File: config.mk
export PLATFORM = sky130hd
export DESIGN_NAME = wb_port_arbiter
export DESIGN_NICKNAME = d
export VERILOG_FILES = /design/src/rtl/wb_port_arbiter.sv
export SDC_FILE = /design/constraint.sdc
export NUM_CORES = 1
export LEC_CHECK = 0
export ABC_AREA = 1
export ABC_CLOCK_PERIOD_IN_PS = 5800
export CORE_ASPECT_RATIO = 1.4
export CORE_MARGIN = 3
export CORE_UTILIZATION = 45
export DETAILED_ROUTE_END_ITERATION = 10
export PLACE_DENSITY = 0.73
export SYNTH_ARGS = -nofsm -noshare
export SYNTH_HDL_FRONTEND = slang
export SYNTH_SLANG_ARGS = --single-unit
File: constraint.sdc
create_clock -name clk -period 5.8 [get_ports clk]
set_clock_uncertainty 0.1 [all_clocks]
set_input_delay 1.74 -clock clk [delete_from_list [all_inputs] [get_ports clk]]
set_output_delay 1.74 -clock clk [all_outputs]
set_load 0.02 [all_outputs]
File: src/rtl/wb_port_arbiter.sv
// rtl/wb_port_arbiter.sv - GPR write-port arbiter between writeback and a long-latency result queue
module wb_port_arbiter #(
    parameter int ADDR_W     = 5,
    parameter int DATA_W     = 32,
    parameter int DEPTH      = 2,
    parameter int STARVE_MAX = 4
) (
    input  logic              clk,
    input  logic              rst,
    input  logic              pipe_wen,
    input  logic [ADDR_W-1:0] pipe_rd,
    input  logic [DATA_W-1:0] pipe_data,
    output logic              pipe_stall,
    input  logic              lat_valid,
    output logic              lat_ready,
    input  logic [ADDR_W-1:0] lat_rd,
    input  logic [DATA_W-1:0] lat_data,
    output logic              rf_wen,
    output logic [ADDR_W-1:0] rf_waddr,
    output logic [DATA_W-1:0] rf_wdata,
    output logic              busy
);
    localparam int PTR_W = $clog2(DEPTH);
    localparam int CNT_W = PTR_W + 1;
    localparam int SC_W  = $clog2(STARVE_MAX + 1);
    localparam logic [CNT_W-1:0] DEPTH_C  = CNT_W'(DEPTH);
    localparam logic [SC_W-1:0]  STARVE_C = SC_W'(STARVE_MAX);

    logic [ADDR_W-1:0] q_rd   [DEPTH];
    logic [DATA_W-1:0] q_data [DEPTH];
    logic [DEPTH-1:0]  q_live;
    logic [DEPTH-1:0]  occ;
    logic [PTR_W-1:0]  head_ptr;
    logic [PTR_W-1:0]  tail_ptr;
    logic [PTR_W-1:0]  off;
    logic [CNT_W-1:0]  count;
    logic [SC_W-1:0]   starve_cnt;

    logic head_valid;
    logic head_live;
    logic head_dead;
    logic any_live;
    logic pw;
    logic force_wr;
    logic grant_pipe;
    logic grant_q;
    logic pop;
    logic push;
    logic new_live;

    // Slot i is occupied when its distance from the head is below the fill count.
    always_comb begin
        occ = '0;
        off = '0;
        for (int i = 0; i < DEPTH; i++) begin
            off    = PTR_W'(i) - head_ptr;
            occ[i] = {1'b0, off} < count;
        end
    end

    assign head_valid = (count != '0);
    assign head_live  = head_valid & q_live[head_ptr];
    assign head_dead  = head_valid & ~q_live[head_ptr];
    assign any_live   = |(occ & q_live);
    assign pw         = pipe_wen & (pipe_rd != '0);

    assign force_wr   = head_live & (starve_cnt == STARVE_C);
    assign grant_pipe = pw & ~force_wr;
    assign grant_q    = force_wr | (~pw & head_live);
    assign pop        = grant_q | head_dead;

    assign pipe_stall = force_wr;
    assign lat_ready  = (count < DEPTH_C);
    assign busy       = head_valid;
    assign push       = lat_valid & lat_ready & (lat_rd != '0);
    // A result arriving alongside a younger pipe write to the same rd is born dead.
    assign new_live   = ~(grant_pipe & (lat_rd == pipe_rd));

    always_ff @(posedge clk) begin
        if (push) begin
            q_rd[tail_ptr]   <= lat_rd;
            q_data[tail_ptr] <= lat_data;
        end
    end

    always_ff @(posedge clk) begin
        if (rst) begin
            head_ptr   <= '0;
            tail_ptr   <= '0;
            count      <= '0;
            q_live     <= '0;
            starve_cnt <= '0;
            rf_wen     <= 1'b0;
            rf_waddr   <= '0;
            rf_wdata   <= '0;
        end else begin
            if (grant_pipe) begin
                for (int i = 0; i < DEPTH; i++) begin
                    if (q_rd[i] == pipe_rd) begin
                        q_live[i] <= 1'b0;
                    end
                end
            end
            if (push) begin
                q_live[tail_ptr] <= new_live;
                tail_ptr         <= tail_ptr + PTR_W'(1);
            end
            if (pop) begin
                head_ptr <= head_ptr + PTR_W'(1);
            end
            count <= count + CNT_W'(push) - CNT_W'(pop);

            if (grant_q || !any_live) begin
                starve_cnt <= '0;
            end else if (grant_pipe && starve_cnt != STARVE_C) begin
                starve_cnt <= starve_cnt + SC_W'(1);
            end

            rf_wen <= grant_pipe | grant_q;
            if (grant_q) begin
                rf_waddr <= q_rd[head_ptr];
                rf_wdata <= q_data[head_ptr];
            end else if (grant_pipe) begin
                rf_waddr <= pipe_rd;
                rf_wdata <= pipe_data;
            end
        end
    end
endmodule

Word-level counts from Yosys, hierarchy flattened
Memories as Yosys holds them, arrays and structs flattened. A register that Yosys moved wholly into a read port is not among the register bits.
Cells that the tools add are included.
{ "totals": {"register_bits": 47, "ramBits": 74, "in_bits": 78, "out_inout_bits": 41, "wordCells": 75, "mem_count": 2} }
{ "memory_table": {"columns": ["name", "words", "width", "read_ports", "rd_ports_with_merged_regs", "write_ports", "line", "rtl"], "rows": [
  ["q_data", 2, 32, 1, 1, 1, "30", "logic [DATA_W-1:0] q_data [DEPTH];"],
  ["q_rd", 2, 5, 3, 1, 1, "29", "logic [ADDR_W-1:0] q_rd [DEPTH];"]
]} }
{ "classes": {"addsub": 7, "order_cmp": 6, "n_eq_ne": 5, "n_mux": 20, "n_bitwise": 17, "reduce_logical": 10} }
{ "op_table": {"columns": ["cell", "count"], "rows": [
  ["2-to-1 mux 32 bit", 2],
  ["equality test 5 bit", 3],
  ["2-to-1 mux 1 bit", 11],
  ["2-to-1 mux 5 bit", 2],
  ["nonzero test 5 bit", 2],
  ["bitwise AND 1 bit", 9],
  ["2-to-1 mux 2 bit", 3],
  ["less-than comparator 1 x 2 -> 1 bit", 2],
  ["less-than comparator 1 x 2 -> 1 bit (second input constant)", 2],
  ["NOT 1 bit", 4],
  ["nonzero test 2 bit", 2],
  ["OR reduction 2 bit", 2],
  ["adder 3 x 1 -> 3 bit (second input constant)", 1],
  ["equality test 3 bit (second input constant)", 1],
  ["!= test 3 bit (second input constant)", 1],
  ["OR 1 bit", 3],
  ["adder 1 bit (second input constant)", 2],
  ["adder 2 x 1 -> 2 bit", 1],
  ["bitwise AND 2 bit", 1],
  ["bitwise mux 2 bit", 1],
  ["logical AND 1 bit", 2],
  ["less-than comparator 2 bit (second input constant)", 1],
  ["subtractor 1 bit (first input constant)", 2],
  ["subtractor 2 x 1 -> 2 bit", 1],
  ["other kinds (4)", 4]
]} }

Logic depth before layout (Yosys ltp)
Gate-level depths: netlist of the first run.
{ "depth": {"word_depth": 10, "depth_mapped": 12, "ltp_nobuf": 11} }

Least setup slack after synthesis of the first run
OpenSTA, ideal clock, no wires.
{ "synth_timing": {"kind": "input to register", "start": "input port lat_valid", "end": "memory q_data[1][0] (enable)", "setup_time_ps": 435, "arrival_ps": 3649, "t_required_ps": 5265, "path_slack_ps": 1616, "cell_stages": 4, "path_buffers": 0, "cell_sequence": "inv_1 > nor2_1 > nand2_1 > nor2_1"} }
{ "synth_via": {"elab_chain_cells": 4} }
{ "synth_lines": {"columns": ["element", "line", "rtl"], "rows": [
  ["start, declared", "14", "input logic lat_valid,"],
  ["bitwise AND 1 bit (2 in series)", "75", "assign push = lat_valid & lat_ready & (lat_rd != '0);"],
  ["2-to-1 mux 1 bit", "80", "if (push) begin"],
  ["2-to-1 mux 1 bit (implied by the code)", "82", "q_data[tail_ptr] <= lat_data;"],
  ["end, declared", "30", null]
]} }
Every way passes these cells.

Worst setup path after layout of the first run
{ "layout_timing": {"start": "input port pipe_rd[3]", "end": "register rf_wdata[30]"} }
{ "layout_via": {"elab_chain_cells": 6, "elab_cells_between_ends": 8, "classes_between": "mux: 1; bitwise: 5; reduce/logical: 2"} }
{ "layout_lines": {"columns": ["element", "line", "rtl"], "rows": [
  ["start, declared", "11", "input logic [ADDR_W-1:0] pipe_rd,"],
  ["nonzero test 5 bit (*)", "65", "assign pw = pipe_wen & (pipe_rd != '0);"],
  ["bitwise AND 1 bit (*)", "65", null],
  ["NOT 1 bit", "69", "assign grant_q = force_wr | (~pw & head_live);"],
  ["bitwise AND 1 bit", "69", null],
  ["OR 1 bit", "69", null],
  ["2-to-1 mux 32 bit or nonzero test 2 bit (tied branches)", null, null],
  ["end signal, assigned", "122", "rf_wdata <= q_data[head_ptr];"],
  ["end signal, assigned", "125", "rf_wdata <= pipe_data;"],
  ["end, declared", "20", "output logic [DATA_W-1:0] rf_wdata,"]
]} }
Mark *: on every way between the ends. The rest lies on a longest branch, timed or not.
A chain may end at the register's enable or synchronous reset.

==> metrics.md, run 1 <==
| Metric | Value |
|---|---|
| Period utilization | `0.662` |
| Post-synth EDFFs | `74` |
| Die Y | `around 130 µm` |
| Min Tclk post-route | `3840 ps` |
| H-tree Lvls | `4` |
| Synth area leaders | `edfxtp_1, dfxtp_1, nand2_1, mux2i_1, o211ai_1` |
| GRT Total Usage | `0.183` |
| Final nets | `between 600 and 700` |
| Post-CTS Resized | `0` |
| Commonest non-fill, non-tap cells in the layout | `nand2_1, clkdlybuf4s50_1, edfxtp_1` |
| Sequential area share after synthesis | `0.639` |
| CP max FO | `74` |
| Initial antenna violation count | `0` |
| Core area | `between 10,000 and 15,000 µm²` |
| Synth unique cells | `29` |
| Delay-heaviest family, CP | `buffers and inverters` |
| Peak supply drop | `343 µV` |
| Via count | `~3.5k` |
| Setup TNS | `0 ps` |
| Die Area | `12,400 µm²` |
| Worst path bufs/invs | `2` |
| Placed Instance Area | `around 6200 µm²` |
| Detailed Route WL | `about 11,000 µm` |
| RSZ-0062 raised after global routing | `false` |
| Hold WC Path Type | `reg -> reg` |
| # setup viols final | `0` |
| HPWL after DPL | `roughly 7300 µm` |
| CP Capture Type | `register` |
| Max Cap Viol | `0` |
| Port Buffers | `roughly 120` |
| Post-synth top area share | `0.446` |
| Worst EP required | `between 5000 and 6000 ps` |
| Fin area | `between 6000 and 7000 µm²` |
| FF+latch count, synth | `122` |
| Vias per cell | `4.98` |
| Skew-Pair Late Insertion Delay | `~400 ps` |
| Global placement routability congestion | `just over 0.8` |
| I/O pins | `between 100 and 150` |
| Layout cells sized above 1 | `0.0712` |
| WS Path Type | `in -> reg` |
| Largest net degree at the start of global routing | `75` |
| Initial DRC count | `149` |
| Clk sinks | `roughly 120` |
| Postcts setup bufs | `0` |
| Drt pass-1 iters | `4` |
| Worst path cell trace | `clkdlybuf4s50_1, nor2_1, nand3_2, nand3_2, nand2_2, inv_2, nand2_1, o211ai_1, nand2_1` |
| DRC | `0` |
| Initial core utilization | `0.471` |
| Max clock buf depth | `2` |
| Yosys warning total | `0` |
| Wire per inst | `around 15 µm` |
| Crit path DAT | `4010 ps` |
| Cell Area, Synth | `about 5000 µm²` |
| Total grt overflow | `0` |
| CP Launch Type | `primary input` |
| Post-route ant nets | `0` |
| Top FF cell, synth | `edfxtp_1` |
| Leakage power | `about 2.5 nW` |
| Mean Syn Cell Area | `11.5 µm²` |
| Die width | `94.9 µm` |
| Final Hold Viols | `0` |
| Ys async rst share | `0` |
| Row cnt | `44` |
| Clk slew on worst S/H paths | `~50 ps` |
| Area grow syn2layout | `35.9%` |
| Pwr dens | `around 410 nW/µm²` |
| Vias in the first global route | `about 3.6k` |
| Max Slew Vio Count | `0` |
| Commonest non-fill, non-tap cell in the layout | `nand2_1` |
| Worst setup margin | `roughly 2000 ps` |
| Largest area contributor in the netlist | `edfxtp_1` |
| Critical Path Slowest Stage Cell | `inv_2` |
| Worst path max stage delay | `820 ps` |
| Slew @ Worst Pin | `roughly 1200 ps` |
| Hold buffers post-CTS | `0` |
| Outcome | `completed` |
| Post-Syn Nets | `between 500 and 600` |
| Root Buffer | `clkbuf_16` |
| Gate Count Post-Synth | `around 430` |
| Relative slew slack | `0.213` |
| Ant diodes | `0` |
| Total CTS buffers | `17` |
| Fmax | `about 0.26 GHz` |
| CTS tree | `built` |
| First-pass GRT wire length | `around 17,000 µm` |
| Pre-CTS WS | `1560 ps` |
cell usage after synthesis (9+ instances only):
cell type	count
nand2_1	119
edfxtp_1	74
dfxtp_1	48
mux2i_1	37
o211ai_1	22
o21ai_1	20
nor2_1	14
inv_1	13
o21ai_0	11
buf_6	10
xnor2_1	10
a21oi_1	9
buf_2	9
registers in the layout, summed over array words and instances, names as in the netlist, named ones only:
name / cells
q_data: 64
rf_wdata: 32
starve_cnt: 3
q_live: 2
rf_wen: 1
tail_ptr: 1
rf_waddr: 5
q_rd: 10
count: 2
head_ptr: 1
per-layer routing:
layer | up-vias | GRT usage | part of all wire
met5 | - | 0 | 0
met4 | 0 | 0.0807 | 0.020
met3 | 16 | 0.0493 | 0.048
met2 | 105 | 0.328 | 0.54
met1 | 1630 | 0.201 | 0.39
li1 | 1737 | - | -
worst register-to-register path: cells and delay by family, from the launching register on:
kind / cells / cell delay [ps]
simple gates: 5 / 650
buf+inv: 2 / 900
compound gates: 1 / 140
fa+ha+maj: 1 / 150
flops: 1 / 320
power by group:
group	internal (mW)	switching (mW)
logic	0.274	0.362
registers	1.08	0.0536
clock network	0.683	0.343
total	2.03	0.758
final timing paths:
kind,slack (ps),from,endpoint,cells past startpoint
max,1960,pipe_rd[3],rf_wdata[30]$_SDFFE_PP0P_,9
min reg2reg,350,rf_wdata[14]$_SDFFE_PP0P_,rf_wdata[14]$_SDFFE_PP0P_,2
min,350,rf_wdata[14]$_SDFFE_PP0P_,rf_wdata[14]$_SDFFE_PP0P_,2
max reg2reg,3420,starve_cnt[0]$_SDFFE_PP0P_,rf_wdata[30]$_SDFFE_PP0P_,9
metrics by stage:
step | total power [mW] | std cells | hold WS (ps) | util
after global placement | 1.77 | 668 | 336 | 0.586
final | 2.79 | 700 | 349 | 0.641
after detailed placement | 1.80 | 668 | 340 | 0.586
after CTS | 2.83 | 700 | 352 | 0.641
after global routing | 2.93 | 700 | 374 | 0.641
after floorplan | 1.56 | 433 | 362 | -
cell families (layout without fill, tap and decap cells):
| family | after synthesis | in the layout | synth area share |
|---|---|---|---|
| AOI/OAI and AO/OA | 64 | 64 | 0.0771 |
| DFF | 122 | 122 | 0.639 |
| xor gates and xnor gates | 17 | 17 | 0.0299 |
| muxes | 37 | 37 | 0.0743 |
| buffers and inverters | 38 | 167 | 0.0470 |
| and+or+nand+nor | 152 | 152 | 0.126 |
| adders and majority gates | 3 | 3 | 0.00753 |
final cells by class:
| cell class | instances | area (µm²) |
|---|---|---|
| fill | 883 | 3800 |
| tap | 138 | 173 |
| multi-input combinational | 273 | 1580 |
| clock inverter | 9 | 123 |
| sequential | 122 | 3180 |
| inverter | 15 | 56.3 |
| timing repair buffer | 120 | 1200 |
| clock buffer | 23 | 458 |
(Power assumes the default switching activity.)
==> run 2: changes to the inputs <==
- ABC_CLOCK_PERIOD_IN_PS: 5800 -> 3600
- clock period: 5.8 -> 3.6 ns (I/O delays scaled with it)
==> run 2 against run 1 <==
Worst hold slack got worse by 2.0 ps. Core utilization rose by 0.96 points. Worst setup slack worse by 1500 ps. Cell count up 0.57%. Sequential power is 65% higher. First-iteration DRC count increased by 13%. Critical path type is now reg -> out. Critical endpoint is now pipe_stall.
==> metrics.md, run 2 (synthesis gave the netlist of run 1 again) <==
| Metric | Value |
|---|---|
| CP Launch Type | `register` |
| Reg2reg setup slack | `1670 ps (-1750 ps)` |
| Delay-heaviest family, CP | `buffers and inverters` |
| Reg2reg end | `count[1]$_SDFF_PP0_` |
| Wire per inst | `15.2 µm (-0.14%)` |
| Hold Path Depth | `2 (unchanged)` |
| CP max FO | `6 (-92%)` |
| H-tree Lvls | `4 (unchanged)` |
| HPWL after DPL | `7300 µm (+0.69%)` |
| Clk sinks | `122 (unchanged)` |
| First-pass GRT wire length | `17,000 µm (-0.40%)` |
| Largest net degree at the start of global routing | `75 (unchanged)` |
| Critical Path Slowest Stage Cell | `clkdlybuf4s50_1` |
| Max clock buf depth | `2 (unchanged)` |
| Slew @ Worst Pin | `611 ps (-567 ps)` |
| Clk slew on worst S/H paths | `50 ps (about the same)` |
| Min Tclk post-route | `approximately 3200 ps` |
| Initial antenna violation count | `0 (unchanged)` |
| Placed Instance Area | `6260 µm² (+1.1%)` |
| Peak supply drop | `493 µV (+44%)` |
| Die Y | `131 µm (unchanged)` |
| Final Hold Viols | `0 (unchanged)` |
| Fmax | `between 0.3 and 0.4 GHz` |
| # setup viols final | `0 (unchanged)` |
| WS Path Type | `reg -> out` |
| Port Buffers | `118 (unchanged)` |
| Via count | `3,489 (+0.029%)` |
| CP Capture Type | `output port` |
| Worst Hold Path EP | `rf_wdata[15]$_SDFFE_PP0P_` |
| Core area | `10,600 µm² (unchanged)` |
| DRC | `0 (unchanged)` |
| Total grt overflow | `0 (unchanged)` |
| Worst path max stage delay | `640 ps (-180 ps)` |
| Final nets | `634 (+0.63%)` |
| Max Cap Viol | `0 (unchanged)` |
| Period utilization | `0.876` |
| RSZ-0062 raised after global routing | `false` |
| Root Buffer | `clkbuf_16` |
| Commonest non-fill, non-tap cells in the layout | `nand2_1, clkdlybuf4s50_1, edfxtp_1` |
| Worst EP required | `2420 ps (-3550 ps)` |
| Row cnt | `44 (unchanged)` |
| Relative slew slack | `0.592 (+0.380)` |
| Max reg flops | `64 (unchanged)` |
| Leakage power | `2.52 nW (+1.9%)` |
| Initial DRC count | `168 (+13%)` |
| Ant diodes | `0 (unchanged)` |
| Vias per cell | `4.96 (-0.54%)` |
| Commonest non-fill, non-tap cell in the layout | `nand2_1` |
| Worst path cell trace | `inv_1, ha_1, nand2_1, nor2_1, clkdlybuf4s50_1` |
| Hold WC Path Type | `reg -> reg` |
| GRT Total Usage | `0.182 (-0.000685)` |
| Skew-Pair Late Insertion Delay | `400 ps (about the same)` |
| Outcome | `completed` |
| Hold_sp | `rf_wdata[15]$_SDFFE_PP0P_` |
| Initial core utilization | `0.471 (unchanged)` |
| Most flops, register | `q_data` |
| Max Slew Vio Count | `0 (unchanged)` |
| Detailed Route WL | `10,700 µm (+0.43%)` |
| Post-route ant nets | `0 (unchanged)` |
| Worst R2R Start | `starve_cnt[0]$_SDFFE_PP0P_` |
| I/O pins | `119 (unchanged)` |
| Layout cells sized above 1 | `0.0795 (+0.00833)` |
| Fin area | `6870 µm² (+1.5%)` |
| Largest regs | `q_data: 64 flops, rf_wdata: 32 flops, q_rd: 10 flops` |
| Drt pass-1 iters | `4 (unchanged)` |
| Die width | `94.9 µm (unchanged)` |
| Die Area | `12,400 µm² (unchanged)` |
| Area grow syn2layout | `37.9%` |
| Post-CTS Resized | `0 (unchanged)` |
| CTS tree | `built` |
| Total CTS buffers | `17 (unchanged)` |
| Postcts setup bufs | `0 (unchanged)` |
| Setup TNS | `0 ps (unchanged)` |
| Pwr dens | `666 nW/µm² (+62%)` |
| Hold buffers post-CTS | `0 (unchanged)` |
| Global placement routability congestion | `0.808 (-1.6%)` |
| Vias in the first global route | `3,694 (+1.7%)` |
| Reg2reg path depth | `10 (+1)` |
| Worst path bufs/invs | `2 (unchanged)` |
| Crit path DAT | `1970 ps (-2040 ps)` |
-- run 2: layout make-up --
| type | count | area (µm²) |
|---|---|---|
| Sequential cell | 122 | 3180 |
| Clock buffer | 27 | 536 |
| Clock inverter | 5 | 78.8 |
| Timing Repair Buffer | 124 | 1260 |
| Inverter | 15 | 56.3 |
| Fill cell | 831 | 3700 |
| Tap cell | 138 | 173 |
| Multi-Input combinational cell | 273 | 1580 |
-- run 2: worst register-to-register path, stage by stage, from the launching register on --
cell,delay [ps]
dfxtp_1,370
inv_1,80
ha_1,190
nand2_1,190
nand4_1,150
nand2_1,170
xor2_1,180
ha_1,160
inv_1,50
a21oi_1,120
nor2_1,60
-- run 2: how the worst max path moves through the flow --
stage,endpoint,cells after the start,startpoint
finish,pipe_stall,5,starve_cnt[0]$_SDFFE_PP0P_
global route,pipe_stall,5,starve_cnt[0]$_SDFFE_PP0P_
CTS,pipe_stall,5,starve_cnt[0]$_SDFFE_PP0P_
detailed placement,rf_wdata[22]$_SDFFE_PP0P_,9,pipe_rd[2]
global placement,rf_wdata[24]$_SDFFE_PP0P_,9,pipe_rd[2]
floorplan,q_data[1][0]$_DFFE_PP_,4,lat_valid
-- run 2: where the power goes --
part	internal, mW	switching (mW)
clock	1.16	0.552
sequential	1.73	0.140
combinational	0.464	0.534
-- run 2: stage by stage --
| stage | hold slack, ps | power (mW) | cells | setup WS [ps] | utilization |
|---|---|---|---|---|---|
| 6_report | 347 | 4.58 | 704 | 447 | 0.650 |
| 5_1_grt | 361 | 4.80 | 704 | 288 | 0.650 |
| 4_1_cts | 350 | 4.63 | 704 | 433 | 0.650 |
| 3_5_place_dp | 339 | 2.91 | 672 | 500 | 0.592 |
| 3_3_place_gp | 337 | 2.88 | 672 | 551 | 0.592 |
| 2_1_floorplan | 362 | 2.52 | 433 | 76.1 | - |
-- run 2: routing by layer --
metal  vias to the layer above  global-route usage  wire [µm]
li1                       1750                   -          -
met1                      1619               0.191       4210
met2                       108               0.341       5880
met3                        12              0.0527        504
met4                         0              0.0663        133
met5                         -                   0          0
==> run 3: changes to the inputs <==
- ABC_AREA: 1 -> 0
- PLACE_DENSITY: 0.73 -> 0.72
==> run 3 against run 2 <==
Core utilization is 0.066 points higher. Clock power rose by 12%. Largest cell class unchanged. Synthesized area grew 8.0%. Via count is 13% higher. Total power up 11%. Critical path depth decreased by 2. Clock-buffer cell count shrank 10.
==> metrics.md, run 3 <==
| Metric | Value |
|---|---|
| Outcome | `completed` |
| Post-CTS Resized | `0 (unchanged)` |
| Vias in the first global route | `4,157 (+13%)` |
| Period utilization | `0.924 (+0.0484)` |
| CP Launch Type | `register` |
| Worst Hold Path EP | `rf_waddr[3]$_SDFFE_PP0P_` |
| Count leader, synth | `edfxtp_1` |
| Gate Count Post-Synth | `433 (unchanged)` |
| CTS tree | `built` |
| # setup viols final | `0 (unchanged)` |
| Leakage power | `2.56 nW (+1.6%)` |
| Worst setup margin | `273 ps (-174 ps)` |
| Root Buffer | `clkbuf_16` |
| Largest net degree at the start of global routing | `40 (-47%)` |
| Reg2reg path depth | `10 (unchanged)` |
| Min Tclk post-route | `3330 ps (+174 ps)` |
| Pre-CTS WS | `-83.6 ps (-584 ps)` |
| Hold buffers post-CTS | `0 (unchanged)` |
| Sequential area share after synthesis | `0.591 (-0.0472)` |
| Row cnt | `46 (+4.5%)` |
| RSZ-0062 raised after global routing | `false` |
| Initial DRC count | `221 (+32%)` |
| HPWL after DPL | `8870 µm (+21%)` |
| Post-Syn Nets | `514 (unchanged)` |
| Synth unique cells | `40 (+38%)` |
| H-tree Lvls | `4 (unchanged)` |
| Area grow syn2layout | `39.2%` |
| Yosys warning total | `0 (unchanged)` |
| Largest area contributor in the netlist | `edfxtp_1` |
| Postcts setup bufs | `0 (unchanged)` |
| Global placement routability congestion | `0.816 (+1.0%)` |
| Reg2reg end | `count[1]$_SDFF_PP0_` |
| Worst R2R Start | `starve_cnt[0]$_SDFFE_PP0P_` |
| Largest regs | `q_data: 64 flops, rf_wdata: 32 flops, q_rd: 10 flops` |
| Final Non-Filler Cells | `719 (+2.1%)` |
| Ys async rst share | `0 (unchanged)` |
| Commonest non-fill, non-tap cell in the layout | `clkdlybuf4s50_1` |
| WS Path Type | `reg -> out` |
| Core Util, Final | `0.651 (+0.000657)` |
| Max clock buf depth | `2 (unchanged)` |
| Relative slew slack | `0.234 (-0.358)` |
| DP Cell Count | `687 (+2.2%)` |
| Vias per cell | `5.47 (+10%)` |
| Pwr dens | `680 nW/µm² (+2.0%)` |
| Die width | `98.4 µm (+3.7%)` |
| Clk slew on worst S/H paths | `60 ps (about the same)` |
| Post-route ant nets | `0 (unchanged)` |
| CP max FO | `6 (unchanged)` |
| Total CTS buffers | `17 (unchanged)` |
| Crit path DAT | `2150 ps (+180 ps)` |
| Skew-Pair Late Insertion Delay | `410 ps (about the same)` |
| Max reg flops | `64 (unchanged)` |
| Core area | `11,500 µm² (+8.9%)` |
| Max Slew Vio Count | `0 (unchanged)` |
| Via count | `3,930 (+13%)` |
| Final Hold Viols | `0 (unchanged)` |
| Detailed Route WL | `13,400 µm (+25%)` |
| GRT Total Usage | `0.205 (+0.0229)` |
| Commonest cells in the netlist | `edfxtp_1, dfxtp_1, inv_1` |
| Hold WC Path Type | `reg -> reg` |
| Wire per inst | `18.6 µm (+22%)` |
| DRC | `0 (unchanged)` |
| Total grt overflow | `0 (unchanged)` |
| Clk sinks | `122 (unchanged)` |
| Initial core utilization | `0.467 (-0.00397)` |
| I/O pins | `119 (unchanged)` |
| Top FF cell, synth | `edfxtp_1` |
| Post-synth top area share | `0.413 (-0.0330)` |
| First-pass GRT wire length | `21,000 µm (+24%)` |
| Slew @ Worst Pin | `1150 ps (+535 ps)` |
| Commonest non-fill, non-tap cells in the layout | `clkdlybuf4s50_1, edfxtp_1, dfxtp_1` |
| Mean Syn Cell Area | `12.4 µm² (+8.0%)` |
| Hold_sp | `rf_waddr[3]$_SDFFE_PP0P_` |
| Reg2reg setup slack | `870 ps (-800 ps)` |
| Port Buffers | `118 (unchanged)` |
| Initial antenna violation count | `0 (unchanged)` |
| Drt pass-1 iters | `5 (+1)` |
| Ant diodes | `0 (unchanged)` |
| Die Y | `135 µm (+3.7%)` |
| Cell Area, Synth | `5380 µm² (+8.0%)` |
| Post-synth EDFFs | `74 (unchanged)` |
| Final nets | `643 (+1.4%)` |
| Fmax | `0.301 GHz (-5.2%)` |
| Hold Path Depth | `2 (unchanged)` |
| Layout cells sized above 1 | `0.221 (+0.141)` |
| Hold WS | `355 ps (+8.16 ps)` |
| Synth area leaders | `edfxtp_1, dfxtp_1, mux2_2, o32ai_1, nor3_1` |
| Most flops, register | `q_data` |
| Peak supply drop | `354 µV (-28%)` |
| FF+latch count, synth | `122 (unchanged)` |
| Die Area | `13,300 µm² (+7.5%)` |
| Worst EP required | `2420 ps (about the same)` |
| Max Cap Viol | `0 (unchanged)` |
| CP Capture Type | `output port` |
run 3: cell types whose count changed in the layout (fill, tap and decap cells not counted), moves of 20 or more:
cell | previous run | this run
mux2i_1 | 37 | 1
a21oi_1 | 9 | 31
o21ai_1 | 20 | 0
mux2_2 | 0 | 39
nand2_1 | 119 | 8
inv_1 | 13 | 43
o32ai_1 | 0 | 28
nor3_1 | 3 | 40
run 3: critical path, stage by stage (launching register included):
cell and delay, ps:
dfxtp_1 420, nor2_1 180, nor3_1 450, clkdlybuf4s50_1 690
run 3: per-stage QoR:
stage	instance area, µm²	total power, mW	TNS (ps)
after floorplan	5380	2.71	0
after global placement	6820	3.17	-40.5
after detailed placement	6820	3.21	-83.6
after CTS	7490	5.14	0
after global routing	7490	5.30	0
final	7490	5.09	0
run 3: kinds of logic (layout without fill, tap and decap cells):
logic type,after synthesis,after routing,share of synthesized area
XOR/XNOR,19,19,0.0309
flip-flops,122,122,0.591
AND/OR/NAND/NOR,75,75,0.0744
AO/OA/AOI/OAI,95,95,0.146
buffers and inverters,79,221,0.0667
multiplexers,40,40,0.0835
adder cells (fa/ha/maj),3,3,0.00698
run 3: where the power goes:
group          internal (mW)  switching, mW
Combinational          0.626          0.618
Clock                   1.30          0.616
Sequential              1.75          0.185
Total                   3.67           1.42
run 3: per-layer routing:
| metal | vias to the layer above | GRT usage | part of all wire |
|---|---|---|---|
| met4 | 0 | 0.101 | 0.028 |
| li1 | 1867 | - | - |
| met5 | - | 0 | 0 |
| met2 | 123 | 0.375 | 0.54 |
| met3 | 28 | 0.0546 | 0.049 |
| met1 | 1912 | 0.215 | 0.38 |
run 3: worst max path at each step:
stage,end,startpoint
2_1_floorplan,q_data[0][0]$_DFFE_PP_,lat_valid
3_3_place_gp,count[1]$_SDFF_PP0_,lat_rd[1]
3_5_place_dp,count[1]$_SDFF_PP0_,lat_rd[1]
4_1_cts,pipe_stall,count[1]$_SDFF_PP0_
5_1_grt,pipe_stall,count[1]$_SDFF_PP0_
6_report,pipe_stall,count[1]$_SDFF_PP0_
run 3: cell type report:
type,count,area (µm²)
clock buffer,17,425
clock inverter,15,245
fill,894,4020
inverter,46,173
multi-input combinational,232,1870
sequential,122,3180
tap,144,180
timing repair buffer,143,1420
